[src/rtl/ecp_pkg.sv]
// Shared defaults and state encoding for the GF(2^233) point-multiplier key path.
// Pure declarations: no logic, no latency.
package ecp_pkg;

    localparam int KEY_WIDTH_DEF = 32;
    localparam int IDX_W_DEF     = 8;

    typedef enum logic [1:0] {
        IDLE  = 2'd0,
        SCAN  = 2'd1,
        ISSUE = 2'd2,
        DONE  = 2'd3
    } seq_state_e;

endpackage

[src/rtl/key_idx_counter.sv]
// Loadable down-counter for the key bit index; load wins over enable, one-cycle update.
// Holds at zero instead of wrapping, so callers never see an underflow.
module key_idx_counter #(
    parameter int IDX_W = 8
) (
    input  logic             clk_i,
    input  logic             rst_i,
    input  logic             load_i,
    input  logic [IDX_W-1:0] load_val_i,
    input  logic             en_i,
    output logic [IDX_W-1:0] idx_o,
    output logic             zero_o
);

    logic [IDX_W-1:0] idx_q;
    logic [IDX_W-1:0] idx_d;

    always_comb begin
        idx_d = idx_q;
        if (load_i) begin
            idx_d = load_val_i;
        end else if (en_i && (idx_q != '0)) begin
            idx_d = idx_q - IDX_W'(1);
        end
    end

    always_ff @(posedge clk_i) begin
        if (rst_i) begin
            idx_q <= '0;
        end else begin
            idx_q <= idx_d;
        end
    end

    assign idx_o  = idx_q;
    assign zero_o = (idx_q == '0);

endmodule

[src/rtl/key_bit_sequencer.sv]
// Latches a scalar and delivers it MSB-first, one index-tagged bit per valid/ready handshake.
// First bit 2+z cycles after start (z skipped leading zeros); outputs hold while bit_ready_i is low.
module key_bit_sequencer
    import ecp_pkg::*;
#(
    parameter int KEY_WIDTH    = KEY_WIDTH_DEF,
    parameter int IDX_W        = IDX_W_DEF,
    parameter bit SKIP_LEADING = 1'b1
) (
    input  logic                 clk_i,
    input  logic                 rst_i,
    input  logic                 start_i,
    input  logic [KEY_WIDTH-1:0] key_i,
    output logic                 bit_valid_o,
    input  logic                 bit_ready_i,
    output logic                 bit_out_o,
    output logic [IDX_W-1:0]     bit_idx_o,
    output logic                 first_o,
    output logic                 busy_o,
    output logic                 done_o,
    output logic                 zero_key_o
);

    localparam int               KSEL_W  = (KEY_WIDTH > 1) ? $clog2(KEY_WIDTH) : 1;
    localparam logic [IDX_W-1:0] TOP_IDX = IDX_W'(KEY_WIDTH - 1);

    seq_state_e           state_q;
    logic [KEY_WIDTH-1:0] key_q;
    logic                 bit_valid_q;
    logic                 bit_out_q;
    logic [IDX_W-1:0]     bit_idx_q;
    logic                 first_q;
    logic                 busy_q;
    logic                 done_q;
    logic                 zero_key_q;

    logic [IDX_W-1:0]     idx;
    logic                 idx_zero;
    logic                 cnt_load;
    logic                 cnt_en;
    logic                 hs;
    logic [KSEL_W-1:0]    sel_cur;
    logic [KSEL_W-1:0]    sel_nxt;

    assign hs      = bit_valid_q & bit_ready_i;
    assign sel_cur = idx[KSEL_W-1:0];
    assign sel_nxt = KSEL_W'(idx - IDX_W'(1));

    // The counter tracks the bit under inspection; the FSM only steers it.
    always_comb begin
        cnt_load = 1'b0;
        cnt_en   = 1'b0;
        case (state_q)
            IDLE:    cnt_load = start_i;
            SCAN:    cnt_en   = ~key_q[sel_cur];
            ISSUE:   cnt_en   = hs;
            default: ;
        endcase
    end

    key_idx_counter #(
        .IDX_W (IDX_W)
    ) u_idx (
        .clk_i      (clk_i),
        .rst_i      (rst_i),
        .load_i     (cnt_load),
        .load_val_i (TOP_IDX),
        .en_i       (cnt_en),
        .idx_o      (idx),
        .zero_o     (idx_zero)
    );

    always_ff @(posedge clk_i) begin
        if (rst_i) begin
            state_q     <= IDLE;
            key_q       <= '0;
            bit_valid_q <= 1'b0;
            bit_out_q   <= 1'b0;
            bit_idx_q   <= '0;
            first_q     <= 1'b0;
            busy_q      <= 1'b0;
            done_q      <= 1'b0;
            zero_key_q  <= 1'b0;
        end else begin
            case (state_q)
                IDLE: begin
                    done_q <= 1'b0;
                    if (start_i) begin
                        key_q      <= key_i;
                        zero_key_q <= 1'b0;
                        busy_q     <= 1'b1;
                        if (SKIP_LEADING) begin
                            state_q <= SCAN;
                        end else begin
                            state_q     <= ISSUE;
                            bit_valid_q <= 1'b1;
                            bit_out_q   <= key_i[KEY_WIDTH-1];
                            bit_idx_q   <= TOP_IDX;
                            first_q     <= 1'b1;
                        end
                    end
                end
                SCAN: begin
                    if (key_q[sel_cur]) begin
                        state_q     <= ISSUE;
                        bit_valid_q <= 1'b1;
                        bit_out_q   <= 1'b1;
                        bit_idx_q   <= idx;
                        first_q     <= 1'b1;
                    end else if (idx_zero) begin
                        state_q    <= DONE;
                        zero_key_q <= 1'b1;
                        done_q     <= 1'b1;
                    end
                end
                ISSUE: begin
                    if (hs) begin
                        first_q <= 1'b0;
                        if (idx_zero) begin
                            state_q     <= DONE;
                            bit_valid_q <= 1'b0;
                            bit_out_q   <= 1'b0;
                            bit_idx_q   <= '0;
                            done_q      <= 1'b1;
                        end else begin
                            bit_out_q <= key_q[sel_nxt];
                            bit_idx_q <= idx - IDX_W'(1);
                        end
                    end
                end
                DONE: begin
                    state_q <= IDLE;
                    done_q  <= 1'b0;
                    busy_q  <= 1'b0;
                end
                default: state_q <= IDLE;
            endcase
        end
    end

    assign bit_valid_o = bit_valid_q;
    assign bit_out_o   = bit_out_q;
    assign bit_idx_o   = bit_idx_q;
    assign first_o     = first_q;
    assign busy_o      = busy_q;
    assign done_o      = done_q;
    assign zero_key_o  = zero_key_q;

endmodule
[config.mk]
export PLATFORM = sky130hd
export DESIGN_NAME = key_bit_sequencer
export DESIGN_NICKNAME = d
export VERILOG_FILES = /design/src/rtl/ecp_pkg.sv /design/src/rtl/key_idx_counter.sv /design/src/rtl/key_bit_sequencer.sv
export SDC_FILE = /design/constraint.sdc
export NUM_CORES = 1
export LEC_CHECK = 0
export BUFFER_PORTS_ARGS = -buffer_cell sky130_fd_sc_hd__buf_2
export CAP_MARGIN = 20
export CORE_MARGIN = 3
export CORE_UTILIZATION = 43
export DETAILED_ROUTE_END_ITERATION = 7
export GPL_ROUTABILITY_DRIVEN = 0
export GPL_TIMING_DRIVEN = 0
export MAX_ROUTING_LAYER = met4
export PLACE_DENSITY = 0.71
export SETUP_SLACK_MARGIN = 0.1
export SYNTH_ARGS = -nofsm -noshare
export SYNTH_HDL_FRONTEND = slang
export SYNTH_SLANG_ARGS = --single-unit
[constraint.sdc]
create_clock -name clk_i -period 4.2 [get_ports clk_i]
set_clock_uncertainty 0.1 [all_clocks]
set_input_delay 0.84 -clock clk_i [delete_from_list [all_inputs] [get_ports clk_i]]
set_output_delay 0.84 -clock clk_i [all_outputs]
set_load 0.02 [all_outputs]
Word level (Yosys, flattened, before mapping)
Index checks and enable logic that the tools add are counted.
{"block": "classes", "addsub": 1, "magnitude_cmp": 2, "n_eq_ne": 9, "muxes": 36, "n_bitwise": 2, "reduce_logical": 17}
{"cell": "$mux W8", "count": 3}
{"cell": "$mux W1", "count": 16}
{"cell": "$pmux W8 S2", "count": 1}
{"cell": "$lt A5 B6 Y1 const B", "count": 2}
{"cell": "$ne A2 B2 Y1 const B", "count": 6}
{"cell": "$pmux W1 S2", "count": 6}
{"cell": "$bmux W1 S5", "count": 2}
{"cell": "$mux W5", "count": 2}
{"cell": "$logic_not A8 Y1", "count": 1}
{"cell": "$mux W2", "count": 4}
{"cell": "$pmux W2 S4", "count": 1}
{"cell": "$reduce_and A2 Y1", "count": 4}
{"cell": "$reduce_and A4 Y1", "count": 2}
{"cell": "$reduce_bool A2 Y1", "count": 4}
{"cell": "$reduce_bool A8 Y1", "count": 1}
{"cell": "$sub A8 B1 Y8 const B", "count": 1}
{"cell": "$eq A2 B2 Y1 const B", "count": 2}
{"cell": "$reduce_or A2 Y1", "count": 2}
{"cell": "$pmux W1 S3", "count": 1}
{"cell": "$reduce_and A3 Y1", "count": 1}
{"cell": "$eq A2 B1 Y1 const B", "count": 1}
{"cell": "$logic_not A2 Y1", "count": 1}
{"cell": "$and A1 B1 Y1", "count": 1}
{"cell": "$logic_and A1 B1 Y1", "count": 1}
{"cell": "$not A1 Y1", "count": 1}
{"block": "totals", "register_bits": 56, "inputBits": 36, "output_inout_bits": 14, "elab_cells": 78}

Logic depth before layout (Yosys ltp)
Gate-level depths: netlist (run 1).
{"block": "logic_depth", "ltp_word": 7, "mapped_depth": 13, "mapped_depth_nobuf": 9}

Cells and area by module
From an unflattened synthesis (run 1), not the netlist that was laid out.
{"block": "hier_totals", "cells_unflattened": 388, "area_unflattened_um2": 3283.1}
{"module": "key_bit_sequencer", "instances": 1, "cells_each": 329, "area_each_um2": 2767.7, "seq_area_each_um2": 960.9}
{"module": "key_idx_counter", "instances": 1, "cells_each": 59, "area_each_um2": 515.5, "seq_area_each_um2": 160.2}

Least setup slack after synthesis (run 1)
Ideal clock, no wire load.
{"block": "synth_path", "kind": "reg2reg", "from": "register u_idx.idx_q[0], in the netlist u_idx.idx_o[0]", "to": "register u_idx.idx_q[1], in the netlist u_idx.idx_o[1]", "setup_ns": 0.071, "arrival_ns": 3.097, "required_time_ns": 4.029, "slack_ns": 0.932, "path_stages_with_launch": 13, "n_path_buf": 3, "synth_period_minus_slack_ns": 3.268, "cell_sequence": "dfxtp_1 -> buf_1 -> inv_1 -> ha_1 -> or3b_1 -> buf_2 -> or3_4 -> or3_1 -> buf_6 -> and3_4 -> a41oi_4 -> mux2_2 -> a21oi_1"}
{"block": "synth_via", "elab_chain_cells": 6, "elab_cells_between_ends": 10, "classes_between": "add/sub (1); mux (5); bitwise (1); reduce/logical (3)"}
{"element": "from (decl)", "line": "key_idx_counter.sv:15", "text": "logic [IDX_W-1:0] idx_q;"}
{"element": "from (signal assigned)", "line": "key_idx_counter.sv:31", "text": "idx_q <= idx_d;"}
{"element": "$bmux W1 S5", "line": "key_bit_sequencer.sv:55", "text": "SCAN: cnt_en = ~key_q[sel_cur];"}
{"element": "$mux W1 (implied by the code)", "line": "key_bit_sequencer.sv:55"}
{"element": "$not A1 Y1", "line": "key_bit_sequencer.sv:55"}
{"element": "$pmux W1 S2", "line": "key_bit_sequencer.sv:53", "text": "case (state_q)"}
{"element": "$logic_and A1 B1 Y1", "line": "key_idx_counter.sv:22", "text": "end else if (en_i && (idx_q != '0)) begin"}
{"element": "$reduce_bool A2 Y1 (no source line)"}
Parallel ways exist; a longest one is shown, timed or not. The select of a mux whose other input is x is not followed.
A chain may end at the register's enable or synchronous reset.

Worst setup path after layout (run 1)
{"block": "layout_path", "from": "register u_idx.idx_q[0], in the netlist u_idx.idx_o[0]", "to": "register bit_out_q, in the netlist bit_out_o"}
{"block": "layout_via", "elab_chain_cells": 6, "elab_cells_between_ends": 11, "classes_between": "add/sub (1); eq/ne (1); mux (7); reduce/logical (2)"}
{"element": "$sub A8 B1 Y8"}
{"element": "$bmux W1 S5", "line": "key_bit_sequencer.sv:126", "text": "bit_out_q <= key_q[sel_nxt];"}
{"element": "$mux W1 (implied by the code)", "line": "key_bit_sequencer.sv:126"}
{"element": "$mux W1", "line": "key_bit_sequencer.sv:119", "text": "if (idx_zero) begin"}
{"element": "$mux W1", "line": "key_bit_sequencer.sv:117", "text": "if (hs) begin"}
{"element": "$pmux W1 S2", "line": "key_bit_sequencer.sv:85", "text": "case (state_q)"}
{"element": "to (signal assigned)", "line": "key_bit_sequencer.sv:97", "text": "bit_out_q <= key_i[KEY_WIDTH-1];"}
{"element": "to (signal assigned)", "line": "key_bit_sequencer.sv:126"}
{"element": "to (decl)", "line": "key_bit_sequencer.sv:30", "text": "logic bit_out_q;"}
Parallel ways exist; a longest one is shown, timed or not. The select of a mux whose other input is x is not followed.

==> metrics.yaml, run 1 <==
status: "finished clean"
yosysSeqAreaShare_pct: 37.30
clock_path_buffers: 2
antenna_found_initial: 0
cts_resized: 0
layout_setup_ws_ps: 403.3
synth_nets: 402
wl_met3_um: 301
peakVddDrop_mv: 0.1726
worstReg2RegStart: "u_idx.idx_o[0]$_SDFFE_PP0P_"
nFillCells: 655
clkTransAtPathRegs_ps: 100
cts_buffers: 5
startpoint: "u_idx.idx_o[0]$_SDFFE_PP0P_"
layout_min_cycle_time_ps: 3797
setup_viol: 0
ys_ff_latch: 56
wl_met1_um: 3325
async_flop_share_pct: 0
worst_slew_pin_slew_ps: 692.0
synthCells: 361
first_pass_iters: 4
cp_cell_sequence: "buf_1, inv_1, ha_1, buf_1, mux4_2, mux4_2, mux2_2, nand2_1, a311oi_1"
worst_hold_slack_ps: 372.1
place_area_um2: 3367
cp_max_fo: 10
slowest_delay_ps: 590
p_leak_nw: 1.362
cts_tree: "done"
reg2reg_slack_ps: 400
r2r-end: "bit_out_o$_SDFFE_PP0P_"
clkLatencyLatePin_ps: 320
cts_hold_buf: 0
grt_pass1_vias: 2591
powerDensity_nw_per_um2: 438.3
synth_edf_count: 0
grt-ovfl-total: 0
ios: 50
clock.fmax_mhz: 263.4
crit_end: "bit_out_o$_SDFFE_PP0P_"
final_common_cell: "nand2_1"
finalHoldViolCount: 0
ant_nets: 0
core_area_um2: 6568
drive_gt1_share_pct: 19.62
die_y_um: 89.60
rsz0062_at_grt: "no"
critPathLaunchType: "flip-flop"
ys_types: 48
fin_crit_sh_pct: 90.40
grt_usage_pct: 19.97
final_cell_mix: "nand2_1, dfxtp_1, buf_2"
yosysWarnings: 0
arrival_ps: 3890
maxSlewHeadroom_pct: 53.87
cp_num_buf_inv: 3
cts_sinks: 56
diodes: 0
finalInstanceArea_um2: 3478
ff2ff_path_depth: 9
totalPowerFinal_mw: 1.525
route.met2.wl_um: 3633
portBuffers: 49
grt_pass1_wl_um: 12170
worstPathRequired_ps: 4290
grt_max_degree: 18
finalSetupTns_ps: 0
drv_cap: 0
path_depth: 9
cp-end-kind: "flip-flop"
nNetsFinal: 458
clockRootBuffer: "clkbuf_8"
cts.htree.levels: 2
cp_slowest_cell: "mux4_2"
via_per_inst: 5.299
min-delay-path-class: "flip-flop to flip-flop"
postSynthAreaPerCell_um2: 8.325
routed_wl_um: 7321
critPathKind: "flip-flop to flip-flop"
synth-main-ff-cell: "dfxtp_1"
row_count: 29
dp_hpwl_um: 5532
synth_area_um2: 3005
syn_to_final_growth_pct: 15.74
post_cts_buffers: 0
die_area_um2: 8028
vias: 2708
drc: 0
slew_viol_final: 0
routedWlPerCell_um: 14.33
drt_iter0_markers: 149
top_layer_used: "met4"
cp_top_family: "multiplexers"
initial_core_util_pct: 45.76
preCtsSetupSlack_ps: 410.8
die-width_um: 89.60
stage by stage:
| stage | util [%] | std cells |
|---|---|---|
| 2_1_floorplan | - | 361 |
| 3_3_place_gp | 51.27 | 503 |
| 3_5_place_dp | 51.27 | 503 |
| 4_1_cts | 52.96 | 511 |
| 5_1_grt | 52.96 | 511 |
| 6_report | 52.96 | 511 |
how the worst min path moves through the flow:
| stage | startpoint | to | slack (ps) | cells after the start |
|---|---|---|---|---|
| final | key_q[30]$_SDFFE_PP0P_ | key_q[30]$_SDFFE_PP0P_ | 370 | 2 |
| after global routing | key_q[13]$_SDFFE_PP0P_ | key_q[13]$_SDFFE_PP0P_ | 400 | 2 |
| after CTS | first_o$_SDFFE_PP0P_ | first_o$_SDFFE_PP0P_ | 380 | 2 |
| after detailed placement | first_o$_SDFFE_PP0P_ | first_o$_SDFFE_PP0P_ | 360 | 2 |
| after global placement | zero_key_o$_SDFFE_PP0P_ | zero_key_o$_SDFFE_PP0P_ | 350 | 1 |
| after floorplan | key_q[13]$_SDFFE_PP0P_ | key_q[13]$_SDFFE_PP0P_ | 350 | 2 |
worst reg2reg max path, stage by stage (launching register included):
cell and delay (ps):
dfxtp_1 470, buf_1 570, inv_1 240, ha_1 340, buf_1 460, mux4_2 590, mux4_2 460, mux2_2 290
nand2_1 70, a311oi_1 80
layer usage:
| layer | vias to the layer above | GRT usage, % |
|---|---|---|
| met5 | - | - |
| met2 | 65 | 34.11 |
| met4 | 0 | 5.142 |
| li1 | 1377 | - |
| met3 | 6 | 2.737 |
| met1 | 1260 | 24.82 |
state kept, by name, indices dropped and copies added (netlist names):
name	cells
key_q	32
bit_idx_o	8
bit_out_o	1
done_o	1
zero_key_o	1
u_idx.idx_o	8
bit_valid_o	1
busy_o	1
first_o	1
state_q	2
logic make-up after synthesis:
group	after synthesis	share of synthesized area, %
AOI/OAI and AO/OA	85	17.74
and+or+nand+nor	143	21.81
buffers and inverters	37	5.287
muxes	31	14.61
DFF	56	37.30
xor gates and xnor gates	4	1.166
adders and majority gates	5	2.082
synthesized netlist by cell type (2+ instances only):
library cell	instances	area, µm²
nand3_1	5	25.02
a211oi_1	7	52.55
mux2i_1	18	180.2
a31oi_1	4	25.02
nor2_1	16	60.06
and3_1	2	12.51
nand2b_1	5	31.28
nor2b_1	3	18.77
a21oi_1	45	225.2
xnor2_1	4	35.03
dfxtp_1	56	1121
buf_2	4	20.02
nor3_1	5	25.02
o21ai_0	7	35.03
mux2_2	3	33.78
buf_6	2	22.52
o21ai_1	2	10.01
clkbuf_1	17	63.81
nand3b_1	2	15.01
nand2_1	83	311.6
a22oi_1	5	37.54
buf_1	3	11.26
or3_1	9	56.30
o32a_1	2	20.02
and2_1	4	25.02
o211ai_1	2	15.01
mux4_2	10	225.2
inv_1	11	41.29
nand4_1	2	12.51
ha_1	5	62.56
where the power goes:
part	internal [mW]	switching, mW	leakage (nW)	total [mW]
combinational	0.217	0.310	0.849	0.527
clock	0.177	0.186	0.0541	0.363
sequential	0.590	0.0449	0.459	0.635
cell type report:
| class | instances | area, µm² | area share, % |
|---|---|---|---|
| Clock inverter | 3 | 42.54 | 1.223 |
| Timing Repair Buffer | 49 | 245.2 | 7.050 |
| Sequential cell | 56 | 1121 | 32.23 |
| Clock buffer | 5 | 68.82 | 1.978 |
| Multi-Input combinational cell | 268 | 1725 | 49.60 |
| Tap cell | 93 | 116.4 | 3.345 |
| Buffer | 26 | 117.6 | 3.381 |
| Inverter | 11 | 41.29 | 1.187 |
Note: power is estimated with default switching activity, not from simulation.
==> run 2, diff against run 1 <==
Settings changed: CORE_ASPECT_RATIO set to 1.75.
Clock period 4.2 ns to 3.8 ns, I/O delays scaled along.
==> run 2 against run 1 <==
Effect of this change:
- sequential power up 11%
- wire length up 5.2%
- power up 19%
- largest power group unchanged
==> metrics.yaml, run 2 (synthesized netlist as in run 1, its figures left out) <==
status: "finished clean"  # unchanged
powerDensity_nw_per_um2: 515.6  # was 438.3 nW/µm²
finalInstanceArea_um2: 3518  # was 3478 µm²
cp-end-kind: "flip-flop"  # unchanged
critPathLaunchType: "flip-flop"  # unchanged
peakVddDrop_mv: 0.3124  # was 0.1726 mV
grt_pass1_wl_um: 12370  # was 12170 µm
via_per_inst: 5.450  # was 5.299
rsz0062_at_grt: "no"  # unchanged
ff2ff_path_depth: 12  # was 9
min_to: "key_q[17]$_SDFFE_PP0P_"  # was key_q[30]$_SDFFE_PP0P_
preCtsSetupSlack_ps: 90.08  # was 410.8 ps
antenna_found_initial: 0  # unchanged
cp_slowest_cell: "mux2_2"  # was mux4_2
drt_iter0_markers: 138  # was 149
post_cts_buffers: 0  # unchanged
min_path_cells: 2  # unchanged
cts.htree.levels: 2  # unchanged
grt_usage_pct: 19.84  # was 19.97%
min_from: "key_q[17]$_SDFFE_PP0P_"  # was key_q[30]$_SDFFE_PP0P_
ant_nets: 0  # unchanged
vias: 2725  # was 2708
clock.fmax_mhz: 287.0  # was 263.4 MHz
cts_sinks: 56  # unchanged
r2r-end: "u_idx.idx_o[1]$_SDFFE_PP0P_"  # was bit_out_o$_SDFFE_PP0P_
setup_viol: 0  # unchanged
grt-ovfl-total: 0  # unchanged
drive_gt1_share_pct: 19.62  # unchanged
row_count: 39  # was 29
finalSetupTns_ps: 0  # unchanged
slowest_delay_ps: 370  # was 590 ps
grt_max_degree: 17  # was 18
top_layer_used: "met4"  # unchanged
p_leak_nw: 1.392  # was 1.362 nW
fin_crit_sh_pct: 91.70  # was 90.40%
arrival_ps: 3610  # was 3890 ps
routed_wl_um: 7699  # was 7321 µm
wl_met3_um: 266  # was 301 µm
cp_top_family: "simple AND/OR/NAND/NOR gates"  # was multiplexers
clock_path_buffers: 2  # unchanged
final_common_cell: "nand2_1"  # unchanged
clkLatencyLatePin_ps: 300  # was 320 ps
cts_tree: "done"  # unchanged
route.met2.wl_um: 4245  # was 3633 µm
drv_cap: 0  # unchanged
finalHoldViolCount: 0  # unchanged
drc: 0  # unchanged
worst_slew_pin_slew_ps: 694.5  # was 692.0 ps
cp_cell_sequence: "buf_2, inv_1, ha_1, or3b_1, buf_2, or3_4, or3_1, buf_6, and3_4, a41oi_4, mux2_2, a21oi_1"  # was buf_1, inv_1, ha_1, buf_1, mux4_2, mux4_2, mux2_2, nand2_1, a311oi_1
cp_num_buf_inv: 4  # was 3
critPathKind: "flip-flop to flip-flop"  # unchanged
ios: 50  # unchanged
grt_pass1_vias: 2654  # was 2591
clkTransAtPathRegs_ps: 80  # was 100 ps
die-width_um: 69.20  # was 89.60 µm
worstPathRequired_ps: 3920  # was 4290 ps
nNetsFinal: 458  # unchanged
slew_viol_final: 0  # unchanged
crit_top_cell: "buf_2"
initial_core_util_pct: 45.29  # was 45.76%
cp_max_fo: 10  # unchanged
reg2reg_slack_ps: 320  # was 400 ps
wl_met1_um: 2865  # was 3325 µm
portBuffers: 49  # unchanged
first_pass_iters: 4  # unchanged
die_area_um2: 8068  # was 8028 µm²
die_y_um: 116.6  # was 89.60 µm
regMostFlops: "key_q"  # unchanged
layout_min_cycle_time_ps: 3485  # was 3797 ps
layout_setup_ws_ps: 315.5  # was 403.3 ps
diodes: 0  # unchanged
final_cell_mix: "nand2_1, dfxtp_1, buf_2"  # unchanged
place_area_um2: 3353  # was 3367 µm²
routedWlPerCell_um: 15.40  # was 14.33 µm
dp_hpwl_um: 5827  # was 5532 µm
cts_buffers: 5  # unchanged
core_area_um2: 6636  # was 6568 µm²
clockRootBuffer: "clkbuf_16"  # was clkbuf_8
syn_to_final_growth_pct: 17.07  # was 15.74%
maxSlewHeadroom_pct: 53.34  # was 53.87%
worstReg2RegStart: "u_idx.idx_o[0]$_SDFFE_PP0P_"  # unchanged
cts_hold_buf: 0  # unchanged
nFillCells: 672  # was 655
largest_register_ffs: 32  # unchanged
min-delay-path-class: "flip-flop to flip-flop"  # unchanged
totalPowerFinal_mw: 1.814  # was 1.525 mW
worst_hold_slack_ps: 375.1  # was 372.1 ps
==> run 2: cell count changes in the layout (fill, tap and decap cells not counted), sizes merged <==
cell	before	now
clkbuf	22	23
clkinvlp	1	0
==> run 2: worst max-delay path by stage <==
stage / from / slack, ps / endpoint / cells past startpoint
after floorplan: u_idx.idx_o[0]$_SDFFE_PP0P_ / 530 / u_idx.idx_o[1]$_SDFFE_PP0P_ / 12
after global placement: u_idx.idx_o[0]$_SDFFE_PP0P_ / 90 / bit_out_o$_SDFFE_PP0P_ / 9
after detailed placement: u_idx.idx_o[0]$_SDFFE_PP0P_ / 90 / bit_out_o$_SDFFE_PP0P_ / 9
after CTS: u_idx.idx_o[0]$_SDFFE_PP0P_ / 320 / u_idx.idx_o[1]$_SDFFE_PP0P_ / 12
after global routing: u_idx.idx_o[0]$_SDFFE_PP0P_ / 140 / u_idx.idx_o[1]$_SDFFE_PP0P_ / 12
final: u_idx.idx_o[0]$_SDFFE_PP0P_ / 320 / u_idx.idx_o[1]$_SDFFE_PP0P_ / 12
==> run 2: cell type report <==
type	instances	area, µm²	area share, %
multi-input combinational	268	1725	49.04
clock buffer	6	128.9	3.663
buffer	26	118.9	3.378
timing repair buffer	49	245.2	6.970
tap	82	102.6	2.916
clock inverter	2	35.03	0.9957
sequential	56	1121	31.86
inverter	11	41.29	1.174
==> run 2: power by group <==
group	leakage, nW	total, mW	switching (mW)	internal [mW]
combinational	0.852	0.584	0.344	0.240
clock	0.0808	0.527	0.216	0.311
sequential	0.459	0.704	0.0508	0.653
==> run 2: worst reg2reg max path: cells and delay by family, from the launching register on <==
family	cells	cell delay (ps)
flip-flops	1	360
AND/OR/NAND/NOR	4	1210
multiplexers	1	370
adder cells (fa/ha/maj)	1	260
buffers and inverters	4	730
AO/OA/AOI/OAI	2	380
==> run 2: stage by stage <==
stage / std cells / util [%]
2_1_floorplan: 361 / -
3_3_place_gp: 492 / 50.53
3_5_place_dp: 492 / 50.53
4_1_cts: 500 / 53.02
5_1_grt: 500 / 53.02
6_report: 500 / 53.02
==> run 2: what timing repair did <==
action                     4_1_cts  5_1_grt
setup endpoints to repair        1        0
resized for setup                1        0
hold endpoints to repair         0        0
==> run 2: per-layer routing <==
layer / track usage (%) / up-vias
li1: - / 1373
met1: 18.81 / 1275
met2: 37.82 / 58
met3: 3.359 / 19
met4: 10.56 / 0
met5: - / -
==> run 3, diff against run 2 <==
Settings changed: BUFFER_PORTS_ARGS -buffer_cell sky130_fd_sc_hd__buf_2 to not set, DONT_BUFFER_PORTS set to 1, PLACE_DENSITY 0.71 to 0.65.
Clock period 3.8 ns to 4.2 ns, I/O delays scaled along.
==> run 3 against run 2 <==
Effect of this change:
- die area unchanged
- hold slack got worse by 1.3 ps
- cell count decreased by 9.8%
- wire length decreased by 1.1%
- non-clock buffer count decreased by 49
- first-iteration DRC count increased by 12%
- critical path depth decreased by 3
- fmax decreased by 7.1%
- count of clock-buffer cells in the layout unchanged
- combinational power decreased by 19%
- largest cell class unchanged
- largest power group unchanged
- highest routed layer unchanged
==> metrics.yaml, run 3 (synthesized netlist as in run 1, its figures left out) <==
ff2ff_path_depth: 9  # was 12
cp_slowest_cell: "mux4_2"  # was mux2_2
syn_to_final_growth_pct: 8.868  # was 17.07%
place_area_um2: 3108  # was 3353 µm²
clock.fmax_mhz: 266.6  # was 287.0 MHz
antenna_found_initial: 0  # unchanged
nNetsFinal: 409  # was 458
post_cts_buffers: 0  # unchanged
finalHoldViolCount: 0  # unchanged
cts_sinks: 56  # unchanged
rsz0062_at_grt: "no"  # unchanged
initial_core_util_pct: 45.29  # unchanged
critPathLaunchType: "flip-flop"  # unchanged
drv_cap: 0  # unchanged
ant_nets: 0  # unchanged
vias: 2597  # was 2725
placed_cells: 443  # was 492
slew_viol_final: 0  # unchanged
die_y_um: 116.6  # unchanged
cts_buffers: 5  # unchanged
die-width_um: 69.20  # unchanged
dp_hpwl_um: 5781  # was 5827 µm
portBuffers: 0  # was 49
layout_min_cycle_time_ps: 3750  # was 3485 ps
grt_usage_pct: 19.89  # was 19.84%
slowest_delay_ps: 590  # was 370 ps
layout_setup_ws_ps: 449.6  # was 315.5 ps
routed_wl_um: 7616  # was 7699 µm
cp_top_family: "multiplexers"  # was simple AND/OR/NAND/NOR gates
preCtsSetupSlack_ps: 480.7  # was 90.08 ps
critPathKind: "flip-flop to flip-flop"  # unchanged
largest_register_ffs: 32  # unchanged
worstPathRequired_ps: 4270  # was 3920 ps
min_path_cells: 2  # unchanged
finalSetupTns_ps: 0  # unchanged
routedWlPerCell_um: 16.89  # was 15.40 µm
row_count: 39  # unchanged
seqCellArea_um2: 1121  # unchanged
first_pass_iters: 4  # unchanged
regMostFlops: "key_q"  # unchanged
clock_path_buffers: 2  # unchanged
grt_pass1_wl_um: 12190  # was 12370 µm
clockRootBuffer: "clkbuf_16"  # unchanged
cp_num_buf_inv: 3  # was 4
cp-end-kind: "flip-flop"  # unchanged
cts_tree: "done"  # unchanged
powerDensity_nw_per_um2: 493.0  # was 515.6 nW/µm²
maxSlewHeadroom_pct: 52.95  # was 53.34%
worst_slew_pin_slew_ps: 700.3  # was 694.5 ps
diodes: 0  # unchanged
status: "finished clean"  # unchanged
clkLatencyLatePin_ps: 300  # about the same
final_common_cell: "nand2_1"  # unchanged
worst_hold_slack_ps: 373.8  # was 375.1 ps
p_leak_nw: 1.176  # was 1.392 nW
drc: 0  # unchanged
multi_input_area_um2: 1725  # unchanged
clkTransAtPathRegs_ps: 80  # about the same
grt_pass1_vias: 2542  # was 2654
final_cells: 451  # was 500
grt-ovfl-total: 0  # unchanged
grt_max_degree: 17  # unchanged
cts_resized: 0  # was 1
finalInstanceArea_um2: 3272  # was 3518 µm²
final_cell_mix: "nand2_1, dfxtp_1, a21oi_1"  # was nand2_1, dfxtp_1, buf_2
ios: 50  # unchanged
die_area_um2: 8068  # unchanged
peakVddDrop_mv: 0.3186  # was 0.3124 mV
drt_iter0_markers: 155  # was 138
cts.htree.levels: 2  # unchanged
drive_gt1_share_pct: 8.672  # was 19.62%
core_area_um2: 6636  # unchanged
totalPowerFinal_mw: 1.613  # was 1.814 mW
setup_viol: 0  # unchanged
cts_hold_buf: 0  # unchanged
arrival_ps: 3820  # was 3610 ps
via_per_inst: 5.758  # was 5.450
min-delay-path-class: "flip-flop to flip-flop"  # unchanged
nFillCells: 703  # was 672
cp_max_fo: 10  # unchanged
cp_cell_sequence: "buf_1, inv_1, ha_1, buf_1, mux4_2, mux4_2, mux2_2, nand2_1, a311oi_1"  # was buf_2, inv_1, ha_1, or3b_1, buf_2, or3_4, or3_1, buf_6, and3_4, a41oi_4, mux2_2, a21oi_1
fin_crit_sh_pct: 89.30  # was 91.70%
fin_util_pct: 49.30  # was 53.02%
path_depth: 9  # was 12
-- run 3: final timing paths --
kind | slack [ps] | end | start
worst max-delay path | 450 | bit_out_o$_SDFFE_PP0P_ | u_idx.idx_o[0]$_SDFFE_PP0P_
worst min-delay path | 370 | key_q[24]$_SDFFE_PP0P_ | key_q[24]$_SDFFE_PP0P_
worst max register to register | 450 | bit_out_o$_SDFFE_PP0P_ | u_idx.idx_o[0]$_SDFFE_PP0P_
worst min register to register | 370 | key_q[24]$_SDFFE_PP0P_ | key_q[24]$_SDFFE_PP0P_
-- run 3: area by class of cell --
| class | instances | area share (%) |
|---|---|---|
| buffer | 26 | 3.595 |
| clock buffer | 6 | 3.939 |
| clock inverter | 2 | 1.071 |
| inverter | 11 | 1.262 |
| multi-input combinational | 268 | 52.73 |
| sequential | 56 | 34.26 |
| tap | 82 | 3.136 |
-- run 3: metal layers --
metal	part of all wire, %	vias to the layer above	track usage (%)	wire length, µm
met1	36	1232	19.06	2766
met5	0	-	-	0
met3	4.4	15	3.618	338
met4	3.8	0	11.47	291
met2	55	70	37.05	4219
li1	-	1280	-	-
-- run 3: report_power, final --
group	internal, mW	leakage (nW)	switching [mW]
clock network	0.281	0.0808	0.196
registers	0.591	0.459	0.0699
logic	0.194	0.636	0.281
total	1.07	1.18	0.547
-- run 3: worst reg2reg max path, stage by stage, from the launching register on --
cell	delay (ps)
dfxtp_1	420
buf_1	570
inv_1	230
ha_1	330
buf_1	480
mux4_2	600
mux4_2	450
mux2_2	280
nand2_1	80
a311oi_1	90
